<file path="src/rtl/word_serializer_pkg.sv">
// Shared types and helpers for the parallel-to-serial word serializer.
package word_serializer_pkg;

   // Control states: waiting for a word, sending data beats, sending the parity beat
   typedef enum logic [1:0] {
      IDLE  = 2'd0,
      SHIFT = 2'd1,
      PAR   = 2'd2
   } state_t;

   // Beat counter width: enough to hold 0..N
   function automatic int unsigned cnt_width(input int unsigned n);
      return $clog2(n + 1);
   endfunction

   // Even parity (XOR reduction) over a zero-extended word
   function automatic logic word_parity(input logic [63:0] w);
      logic p;
      p = 1'b0;
      for (int i = 0; i < 64; i++) begin
         p = p ^ w[i];
      end
      return p;
   endfunction

endpackage

</file>
<file path="src/rtl/word_serializer.sv">
// Serializes an N-bit parallel word into single-bit beats with an optional
// trailing even-parity beat. Valid/ready on both sides; back-to-back words
// are accepted on the final beat with no idle bubble.
module word_serializer
   import word_serializer_pkg::*;
#(
   parameter int unsigned N         = 8,
   parameter bit          LSB_FIRST = 1'b1,
   parameter bit          PARITY_EN = 1'b1
) (
   input  logic         clock,
   input  logic         reset,
   input  logic [N-1:0] in_data,
   input  logic         in_valid,
   output logic         in_ready,
   output logic         ser_out,
   output logic         ser_valid,
   input  logic         ser_ready,
   output logic         ser_last,
   output logic         busy
);

   localparam int unsigned CW = cnt_width(N);

   state_t         state_q;
   state_t         state_d;
   logic [N-1:0]   shreg_q;
   logic [CW-1:0]  cnt_q;
   logic           par_q;

   logic           accept_c;
   logic           xfer_c;
   logic           cnt_last_c;

   // Handshake qualifiers shared by the FSM and the datapath
   assign cnt_last_c = (cnt_q == CW'(N - 1));
   assign accept_c   = in_valid && in_ready;
   assign xfer_c     = ser_valid && ser_ready;

   // State register
   always_ff @(posedge clock or posedge reset) begin
      if (reset) begin
         state_q <= IDLE;
      end else begin
         state_q <= state_d;
      end
   end

   // Next-state logic; a final-beat transfer may chain straight into a new word
   always_comb begin
      state_d = state_q;
      case (state_q)
         IDLE: begin
            if (accept_c) begin
               state_d = SHIFT;
            end
         end
         SHIFT: begin
            if (xfer_c && cnt_last_c) begin
               if (PARITY_EN) begin
                  state_d = PAR;
               end else if (accept_c) begin
                  state_d = SHIFT;
               end else begin
                  state_d = IDLE;
               end
            end
         end
         PAR: begin
            if (xfer_c) begin
               state_d = accept_c ? SHIFT : IDLE;
            end
         end
         default: begin
            state_d = IDLE;
         end
      endcase
   end

   // Output decode from the registered state and datapath
   always_comb begin
      ser_valid = 1'b0;
      ser_out   = 1'b0;
      ser_last  = 1'b0;
      busy      = 1'b0;
      case (state_q)
         SHIFT: begin
            ser_valid = 1'b1;
            ser_out   = shreg_q[0];
            ser_last  = !PARITY_EN && cnt_last_c;
            busy      = 1'b1;
         end
         PAR: begin
            ser_valid = 1'b1;
            ser_out   = par_q;
            ser_last  = 1'b1;
            busy      = 1'b1;
         end
         default: begin
            ser_valid = 1'b0;
         end
      endcase
      in_ready = (state_q == IDLE) || (ser_valid && ser_ready && ser_last);
   end

   // Datapath: load reordered word and parity on accept, shift on each data beat
   always_ff @(posedge clock or posedge reset) begin
      if (reset) begin
         shreg_q <= '0;
         cnt_q   <= '0;
         par_q   <= 1'b0;
      end else if (accept_c) begin
         for (int i = 0; i < int'(N); i++) begin
            shreg_q[i] <= LSB_FIRST ? in_data[i] : in_data[int'(N) - 1 - i];
         end
         par_q <= word_parity(64'(in_data));
         cnt_q <= '0;
      end else if ((state_q == SHIFT) && xfer_c) begin
         shreg_q <= shreg_q >> 1;
         if (!cnt_last_c) begin
            cnt_q <= cnt_q + CW'(1);
         end
      end
   end

endmodule

</file>
<file path="config.mk">
export PLATFORM = sky130hd
export DESIGN_NAME = word_serializer
export DESIGN_NICKNAME = d
export VERILOG_FILES = /design/src/rtl/word_serializer_pkg.sv /design/src/rtl/word_serializer.sv
export SDC_FILE = /design/constraint.sdc
export NUM_CORES = 1
export LEC_CHECK = 0
export BUFFER_PORTS_ARGS = -buffer_cell sky130_fd_sc_hd__buf_2
export CAP_MARGIN = 10
export CORE_MARGIN = 1
export CORE_UTILIZATION = 47
export CTS_CLUSTER_SIZE = 24
export DETAILED_ROUTE_END_ITERATION = 6
export PLACE_DENSITY = 0.81
export SETUP_SLACK_MARGIN = 0.5
export SYNTH_ARGS = -nofsm -noshare
export SYNTH_HDL_FRONTEND = slang
export SYNTH_SLANG_ARGS = --single-unit
</file>
<file path="constraint.sdc">
create_clock -name clock -period 1.7 [get_ports clock]
set_input_delay 0.34 -clock clock [delete_from_list [all_inputs] [get_ports clock]]
set_output_delay 0.34 -clock clock [all_outputs]
set_load 0.1 [all_outputs]
</file>
==> qor.csv, run 1 <==
metric,value,unit
status,"complete, but fails checks",
failing checks,negative setup slack,
vias per inst,5.28,
initial antenna violation count,0,
filler cell count,98,
ant diodes,0,
M3 GR Usage,0.0240,
Area growth syn-to-layout,64.1,%
post-route setup TNS,-343,ps
footprint of the multi-input gates,616,sq um
first-pass GRT wire length,3.24,mm
Syn Nets,107,
root buf cell,clkbuf_4,
post-DP HPWL,1.21,mm
Initial DRC Count,14,
Post-Syn Area,868,sq um
final weighted congestion in routability-driven placement,0.821,
H-tree levels,1,
fmax,0.555,GHz
post-synthesis xor/xnor area fraction,0.0807,
Overall Power,2.49,mW
met1 usage,0.265,
Slowest cell on crit path,dfrtp_1,
CTS tree,built,
simple-gate area share of the yosys netlist,0.141,
Die ar.,0.00202,sq mm
post-route setup slack,-103,ps
"Top FF cell, synth",dfrtp_1,
ys async rst share,1.00,
pre-CTS setup slack,46.2,ps
Yosys top cell area share,0.432,
Buf/Inv on CP,2,
synth warn,0,
Tcrit/Tclk final,1.06,
clock sink count,15,
largest family of logic cells by synthesized area,simple AND/OR/NAND/NOR gates,
core area,0.00173,sq mm
Worst Max-Slew Pin Slew,545,ps
crit-path max FO,4,
Leak,0.662,nW
Cells after Synth,90,
post-synthesis adder-cell area fraction,0.0720,
Final min period,1800,ps
antenna-violating nets left,0,
count of final max-slew check failures,0,
GRT met2 Usage,0.417,
Fin. Hold Viols,0,
Num CTS Buffers,3,
post-synth top area cell,dfrtp_1,
maximum clock insertion buffer count,2,
Register Area,375,sq um
Cell Pwr Density,1740,mW/mm^2
skew final,3.44,ps
largest stage delay on the critical path,430,ps
Starting Density,0.503,
RSZ-0062 raised after global routing,yes,
detailed-route DRC error count,0,
crit path launch type,flip-flop,
relative slew slack,0.636,
Avg Synthesized Cell Area,9.65,sq um
"CP delay by family, top",simple AND/OR/NAND/NOR gates,
Die Wd,45.0,microns
row count,15,
#FFs+latches synth,15,
mux cell area share after synthesis,0.105,
"wirelength, routed",2.38,mm
Max VDD drop,0.979,mV
clk slew on worst S/H paths,80,ps
setup violators final,11,
Final nets,145,
PortBufs,16,
Top Usage Layer GRT,met2,
worst hold path class,input pin to async pin,
Synth Area in Compound Gates,0.122,
DR WL/cell,15.6,microns
largest net degree at the start of global routing,16,
"Data arrival, critical path",2020,ps
max-cap viol count,0,
share of post-route cells with drive strength above 1,0.512,
clk_lat worst skew,280,ps
GRT overflow,0,
kind of critical path,flip-flop to flip-flop,
hold_buf cts,0,
sequential element share of the synthesized area,0.432,
vias in the first global route,768,
Boundary Pins,17,
gr usage total,0.227,
DRT Pass-1 Iters,4,
Netlist cell types,27,
CP Capture Type,flip-flop,
DIE HEIGHT,45.0,microns
via count,803,
WP data required,1920,ps
Post-synth EDFFs,0,
Area contributors post-synth,"dfrtp_1 43%, mux2i_1 9.2%, ha_1 7.2%, xnor2_1 7.1%, o21ai_0 5.2%",
worst-path cell chain,"inv_2, ha_4, buf_6, nand3_4, or2_4, or3_4, a21oi_2",
## per-stage QoR
stage                     utilization  instance area [sq um]  std cells  hold WS (ps)
final                           0.825                   1430        152          88.7
after detailed placement        0.649                   1120        131           414
after global routing            0.825                   1430        152           140
after global placement          0.649                   1120        131           410
after CTS                       0.775                   1340        146           110
after floorplan                     -                    941         90           241
## layout make-up
cell class                      count  share of cell area
Timing Repair Buffer               34               0.249
Sequential cell                    15               0.263
Tap cell                           25              0.0219
Inverter                            5              0.0149
Clock buffer                        4              0.0184
Multi-Input combinational cell     69               0.432
## worst register-to-register path: stages (launching register included)
cell	delay (ps)
dfrtp_1	430
inv_2	90
ha_4	300
buf_6	100
nand3_4	90
or2_4	280
or3_4	330
a21oi_2	120
## where the power goes
| group | switching (mW) | internal [mW] |
|---|---|---|
| Clock | 0.104 | 0.0911 |
| Combinational | 0.881 | 0.814 |
| Sequential | 0.106 | 0.491 |
## registers in the layout, summed over array words and instances, names as in the netlist
register  count
shreg_q       8
cnt_q         4
state_q       2
par_q         1
## cells in the mapped netlist (all sizes together), types with 3 or more instances
library cell  count
nand3             5
o21ai             9
xnor2             7
a21oi             4
inv               5
nor2              6
dfrtp            15
ha                5
nand2             9
buf               3
mux2i             8
## worst paths after layout
kind,start,to,slack (ps),cells past startpoint
worst max register to register,state_q[0],cnt_q[3],-100,7
worst min-delay path,reset,shreg_q[3],90,2
max in group asynchronous,reset,state_q[0],1250,2
worst max-delay path,state_q[0],cnt_q[3],-100,7
worst min register to register,shreg_q[7],shreg_q[7],560,2
min in group clock,in_data[5],shreg_q[5],300,3
## kinds of logic after synthesis
kind of cell	Yosys count
compound gates	18
xor+xnor	8
simple gates	26
mux	9
fa+ha+maj	5
buf+inv	9
flops	15
## what timing repair did
item / in CTS / in global routing
pin swaps: 16 / 10
setup buffers: 8 / 5
setup endpoints to repair: 20 / 20
resized for setup: 24 / 11
cloned: 3 / 1
## cell usage in the layout (no fill, tap or decap), drive strengths merged
| cell | Yosys | final |
|---|---|---|
| a21o | 1 | 1 |
| a21oi | 4 | 4 |
| a22oi | 1 | 1 |
| a41oi | 1 | 1 |
| and2 | 1 | 4 |
| and3b | 1 | 1 |
| buf | 3 | 34 |
| clkbuf | 1 | 4 |
| dfrtp | 15 | 15 |
| ha | 5 | 5 |
| inv | 5 | 5 |
| mux2 | 1 | 1 |
| mux2i | 8 | 8 |
| nand2 | 9 | 9 |
| nand3 | 5 | 5 |
| nor2 | 6 | 6 |
| nor2b | 1 | 1 |
| nor3 | 1 | 1 |
| o21a | 1 | 1 |
| o21ai | 9 | 9 |
| o22ai | 1 | 1 |
| or2 | 1 | 1 |
| or3 | 1 | 1 |
| xnor2 | 7 | 7 |
| xor2 | 1 | 1 |
## layer usage
metal,share of wire,routed length (microns),vias up
li1,-,-,381
met1,0.40,956,391
met2,0.54,1280,27
met3,0.034,81,4
met4,0.022,53,0
met5,0,0,-
No activity file was read; power rests on OpenSTA's default activity.
==> inputs of run 2 (changes only) <==
--- a/config.mk
+++ b/config.mk
@@ -5,8 +5,10 @@
 export SDC_FILE = /design/constraint.sdc
 export NUM_CORES = 1
 export LEC_CHECK = 0
+export ABC_CLOCK_PERIOD_IN_PS = 1700
 export BUFFER_PORTS_ARGS = -buffer_cell sky130_fd_sc_hd__buf_2
 export CAP_MARGIN = 10
+export CORE_ASPECT_RATIO = 1.25
 export CORE_MARGIN = 1
 export CORE_UTILIZATION = 47
 export CTS_CLUSTER_SIZE = 24
==> run 2 against run 1 <==
Against the previous run: the run still ends with negative setup slack left; sequential cell count stayed put; global-route usage increased by 1.6 points; die area hardly changed; register-to-register slack improved by 70 ps; sequential power about the same; non-clock buffer count fell by 4; power down 5.9%.
==> qor.csv, run 2 (same netlist as run 1, synthesis figures left out) <==
metric,value,unit
Die Wd,40.4,microns
via count,760,
GRT overflow,0,
worst hold slack,102,ps
failing checks,negative setup slack,
largest net degree at the start of global routing,16,
Boundary Pins,17,
Final min period,1830,ps
WP data required,1360,ps
Slowest cell on crit path,dfrtp_1,
max FFs per register,8,
CTS tree,built,
count of final max-slew check failures,0,
largest stage delay on the critical path,410,ps
gr usage total,0.243,
relative slew slack,0.627,
setup violators final,5,
root buf cell,clkbuf_4,
maximum clock insertion buffer count,2,
final weighted congestion in routability-driven placement,0.653,
ant diodes,0,
skew final,4.11,ps
first-pass GRT wire length,3.34,mm
Fin. Hold Viols,0,
Cell Pwr Density,1730,mW/mm^2
"Data arrival, critical path",1490,ps
pre-CTS setup slack,-12.1,ps
worst hold path class,input pin to async pin,
Reg2Reg Depth,7,
Placement Cell Area,0.00111,sq mm
Leak,0.630,nW
most frequent cells in the layout,"15 x dfrtp_1, 11 x buf_6, 11 x buf_2",
DIE HEIGHT,50.1,microns
post-DP HPWL,1.34,mm
status,"complete, but fails checks",
CP Capture Type,primary output,
Tcrit/Tclk final,1.07,
"Design Area, Final",0.00135,sq mm
Worst Max-Slew Pin Slew,558,ps
share of post-route cells with drive strength above 1,0.480,
Overall Power,2.34,mW
DRT Pass-1 Iters,6,
final core utilization,0.774,
RR Endpoint,cnt_q[3],
Starting Density,0.498,
Die ar.,0.00202,sq mm
RSZ-0062 raised after global routing,yes,
H-tree levels,1,
DR WL/cell,15.0,microns
largest registers,"shreg_q: 8 flops, cnt_q: 4 flops, state_q: 2 flops",
clock sink count,15,
Num CTS Buffers,3,
Largest Register,shreg_q,
"wirelength, routed",2.13,mm
clk slew on worst S/H paths,80,ps
clk_lat worst skew,270,ps
vias in the first global route,771,
worst-path cell chain,"inv_2, ha_4, buf_6, nor2b_4, buf_12",
crit path launch type,flip-flop,
r2r setup slk,-30,ps
Initial DRC Count,8,
PortBufs,16,
"most common cell after layout, fill and taps aside",dfrtp_1,
Area growth syn-to-layout,55.5,%
max-cap viol count,0,
kind of critical path,flip-flop to primary output,
initial antenna violation count,0,
crit-path max FO,4,
detailed-route DRC error count,0,
reg2reg start,state_q[0],
row count,17,
antenna-violating nets left,0,
vias per inst,5.35,
core area,0.00174,sq mm
post-route setup slack,-127,ps
Max VDD drop,0.998,mV
Final nets,141,
fmax,0.547,GHz
==> run 2: report_power, final <==
part	switching, mW	internal (mW)	total [mW]
logic	0.832	0.721	1.55
clock network	0.102	0.0908	0.193
registers	0.103	0.491	0.593
total	1.04	1.30	2.34
==> run 2: cell type report <==
type / count / area (sq um)
multi-input cells: 69 / 604
inverters: 5 / 18.8
well taps: 19 / 23.8
flip-flops and latches: 15 / 375
fillers: 109 / 394
clock buffers: 4 / 26.3
repair buffers: 30 / 302
==> run 2: routing by layer <==
metal | wire, microns | GRT usage
met5 | 0 | 0
met4 | 10 | 0.0833
met3 | 48 | 0.0135
met2 | 1230 | 0.447
met1 | 839 | 0.269
==> run 2: worst max-delay path: cells and delay by family, from the launching register on <==
| family | cells | cell delay (ps) |
|---|---|---|
| simple gates | 1 | 150 |
| buf+inv | 3 | 370 |
| flops | 1 | 410 |
| fa+ha+maj | 1 | 290 |
==> run 2: repair_timing <==
item,in CTS,in global routing
cloned,3,1
buffers inserted,6,3
hold endpoints to repair,0,0
setup endpoints to repair,20,20
hold buffers,0,0
gates resized for setup,17,12
pin swaps,14,11
==> run 2: through the flow <==
step	cells	TNS (ps)
6_report	142	-384
5_1_grt	142	-634
4_1_cts	138	-225
3_5_place_dp	125	-12.1
3_3_place_gp	125	0
2_1_floorplan	90	-789
==> run 2: how the worst max path moves through the flow <==
stage | from | endpoint
floorplan | state_q[1] | ser_out
global placement | state_q[0] | cnt_q[3]
detailed placement | state_q[0] | cnt_q[3]
CTS | state_q[0] | ser_out
global route | state_q[0] | ser_out
finish | state_q[0] | ser_out
==> inputs of run 3 (changes only) <==
--- a/config.mk
+++ b/config.mk
@@ -13,7 +13,7 @@
 export CORE_UTILIZATION = 47
 export CTS_CLUSTER_SIZE = 24
 export DETAILED_ROUTE_END_ITERATION = 6
-export PLACE_DENSITY = 0.81
+export PLACE_DENSITY_LB_ADDON = 0.05
 export SETUP_SLACK_MARGIN = 0.5
 export SYNTH_ARGS = -nofsm -noshare
 export SYNTH_HDL_FRONTEND = slang
==> run 3 against run 2 <==
Against the previous run: the run still ends with negative setup slack left; clock skew is 3.7 ps higher; first-iteration DRC count is 38% lower; die area is the same; critical path depth stayed put; worst setup slack better by 20 ps; non-clock buffer count grew 2; maximum frequency increased by 1.1%; cell area decreased by 1.0%; clock power is 12% higher; critical path type unchanged.
==> qor.csv, run 3 (same netlist as run 1, synthesis figures left out) <==
metric,value,unit
status,"complete, but fails checks",
failing checks,negative setup slack,
worst hold path class,input pin to async pin,
CTS tree,built,
maximum clock insertion buffer count,2,
post-route setup TNS,-460,ps
Gate power share,0.655,
post-DP HPWL,1.26,mm
skew final,7.86,ps
share of post-route cells with drive strength above 1,0.488,
root buf cell,clkbuf_4,
detailed-route DRC error count,0,
Boundary Pins,17,
Final nets,143,
"Data arrival, critical path",1470,ps
GRT overflow,0,
DIE HEIGHT,50.1,microns
Worst Max-Slew Pin Slew,574,ps
setup violators final,7,
DR WL/cell,15.5,microns
"wirelength, routed",2.23,mm
Max VDD drop,1.04,mV
clk slew on worst S/H paths,100,ps
crit-path max FO,3,
initial antenna violation count,0,
Largest Register,shreg_q,
WP data required,1360,ps
vias in the first global route,770,
max FFs per register,8,
hold_buf cts,0,
most frequent cells in the layout,"15 x dfrtp_1, 11 x buf_2, 9 x nand2_1",
H-tree levels,1,
count of final max-slew check failures,0,
kind of critical path,flip-flop to primary output,
Final min period,1810,ps
fmax,0.554,GHz
Num CTS Buffers,3,
Initial DRC Count,5,
core area,0.00174,sq mm
DRT Pass-1 Iters,4,
filler cell count,122,
PortBufs,16,
antenna-violating nets left,0,
Placement Cell Area,0.00111,sq mm
Area growth syn-to-layout,53.9,%
row count,17,
vias per inst,5.45,
"Design Area, Final",0.00134,sq mm
CP Capture Type,primary output,
RSZ-0062 raised after global routing,yes,
max-cap viol count,0,
Starting Density,0.498,
relative slew slack,0.617,
final weighted congestion in routability-driven placement,0.642,
clk_lat worst skew,300,ps
worst-path cell chain,"inv_2, ha_4, buf_6, nor2b_4, buf_12",
largest stage delay on the critical path,410,ps
crit path launch type,flip-flop,
gr usage total,0.266,
Overall Power,2.32,mW
largest registers,"shreg_q: 8 flops, cnt_q: 4 flops, state_q: 2 flops",
via count,785,
pre-CTS setup slack,38.4,ps
Tcrit/Tclk final,1.06,
switching portion of total power,0.448,
switching pwr,1.04,mW
Die Wd,40.4,microns
internal power,1.28,mW
Slowest cell on crit path,dfrtp_1,
Cell Pwr Density,1740,mW/mm^2
Leak,0.631,nW
Fin. Hold Viols,0,
clock share of power,0.094,
"most common cell after layout, fill and taps aside",dfrtp_1,
sequential share of power,0.252,
post-route setup slack,-107,ps
ant diodes,0,
largest net degree at the start of global routing,16,
first-pass GRT wire length,3.55,mm
Die ar.,0.00202,sq mm
clock sink count,15,
[run 3: cell type report]
type | count | area [sq um] | share of cell area
well taps | 19 | 23.8 | 0.0178
clock buffers | 3 | 22.5 | 0.0169
repair buffers | 32 | 305 | 0.228
flip-flops and latches | 15 | 375 | 0.281
multi-input cells | 69 | 583 | 0.436
inverters | 5 | 21.3 | 0.0159
clock inverters | 1 | 5.00 | 0.00375
[run 3: final timing paths]
check | start | slack (ps) | cells after the start | to
min in group clock | in_data[1] | 270 | 3 | shreg_q[1]
max in group asynchronous | reset | 1240 | 2 | state_q[1]
max reg2reg | state_q[0] | -80 | 7 | cnt_q[3]
max | state_q[0] | -110 | 5 | ser_out
min | reset | 80 | 2 | cnt_q[0]
min reg2reg | shreg_q[7] | 530 | 2 | shreg_q[7]
[run 3: layer usage]
metal | share of wire | track usage | routed length (microns)
met1 | 0.40 | 0.318 | 898
met2 | 0.56 | 0.442 | 1250
met3 | 0.020 | 0.0405 | 44
met4 | 0.016 | 0.117 | 36
met5 | 0 | 0 | 0
[run 3: through the flow]
step	hold slack (ps)	cells	utilization
5_1_grt	145	144	0.766
6_report	78.8	144	0.766
3_3_place_gp	422	125	0.638
3_5_place_dp	427	125	0.638
4_1_cts	96.6	142	0.740
2_1_floorplan	241	90	-
[run 3: repair_timing]
action	CTS	global route
setup endpoints to repair	20	20
buffers inserted	10	1
resized for setup	16	8
gates cloned	3	1
pin swaps	10	3
[run 3: power by group through the flow]
| stage | clock [mW] | combinational [mW] | sequential, mW |
|---|---|---|---|
| after global placement | 0 | 1.20 | 0.581 |
| final | 0.217 | 1.52 | 0.584 |
| after detailed placement | 0 | 1.21 | 0.588 |
| after floorplan | 0 | 0.921 | 0.563 |
| after global routing | 0.230 | 1.62 | 0.593 |
| after CTS | 0.221 | 1.44 | 0.576 |
[run 3: critical path: cells and delay by family, from the launching register on]
family	cells	cell delay, ps
flip-flops	1	410
buffers and inverters	3	340
adder cells (fa/ha/maj)	1	270
AND/OR/NAND/NOR	1	150
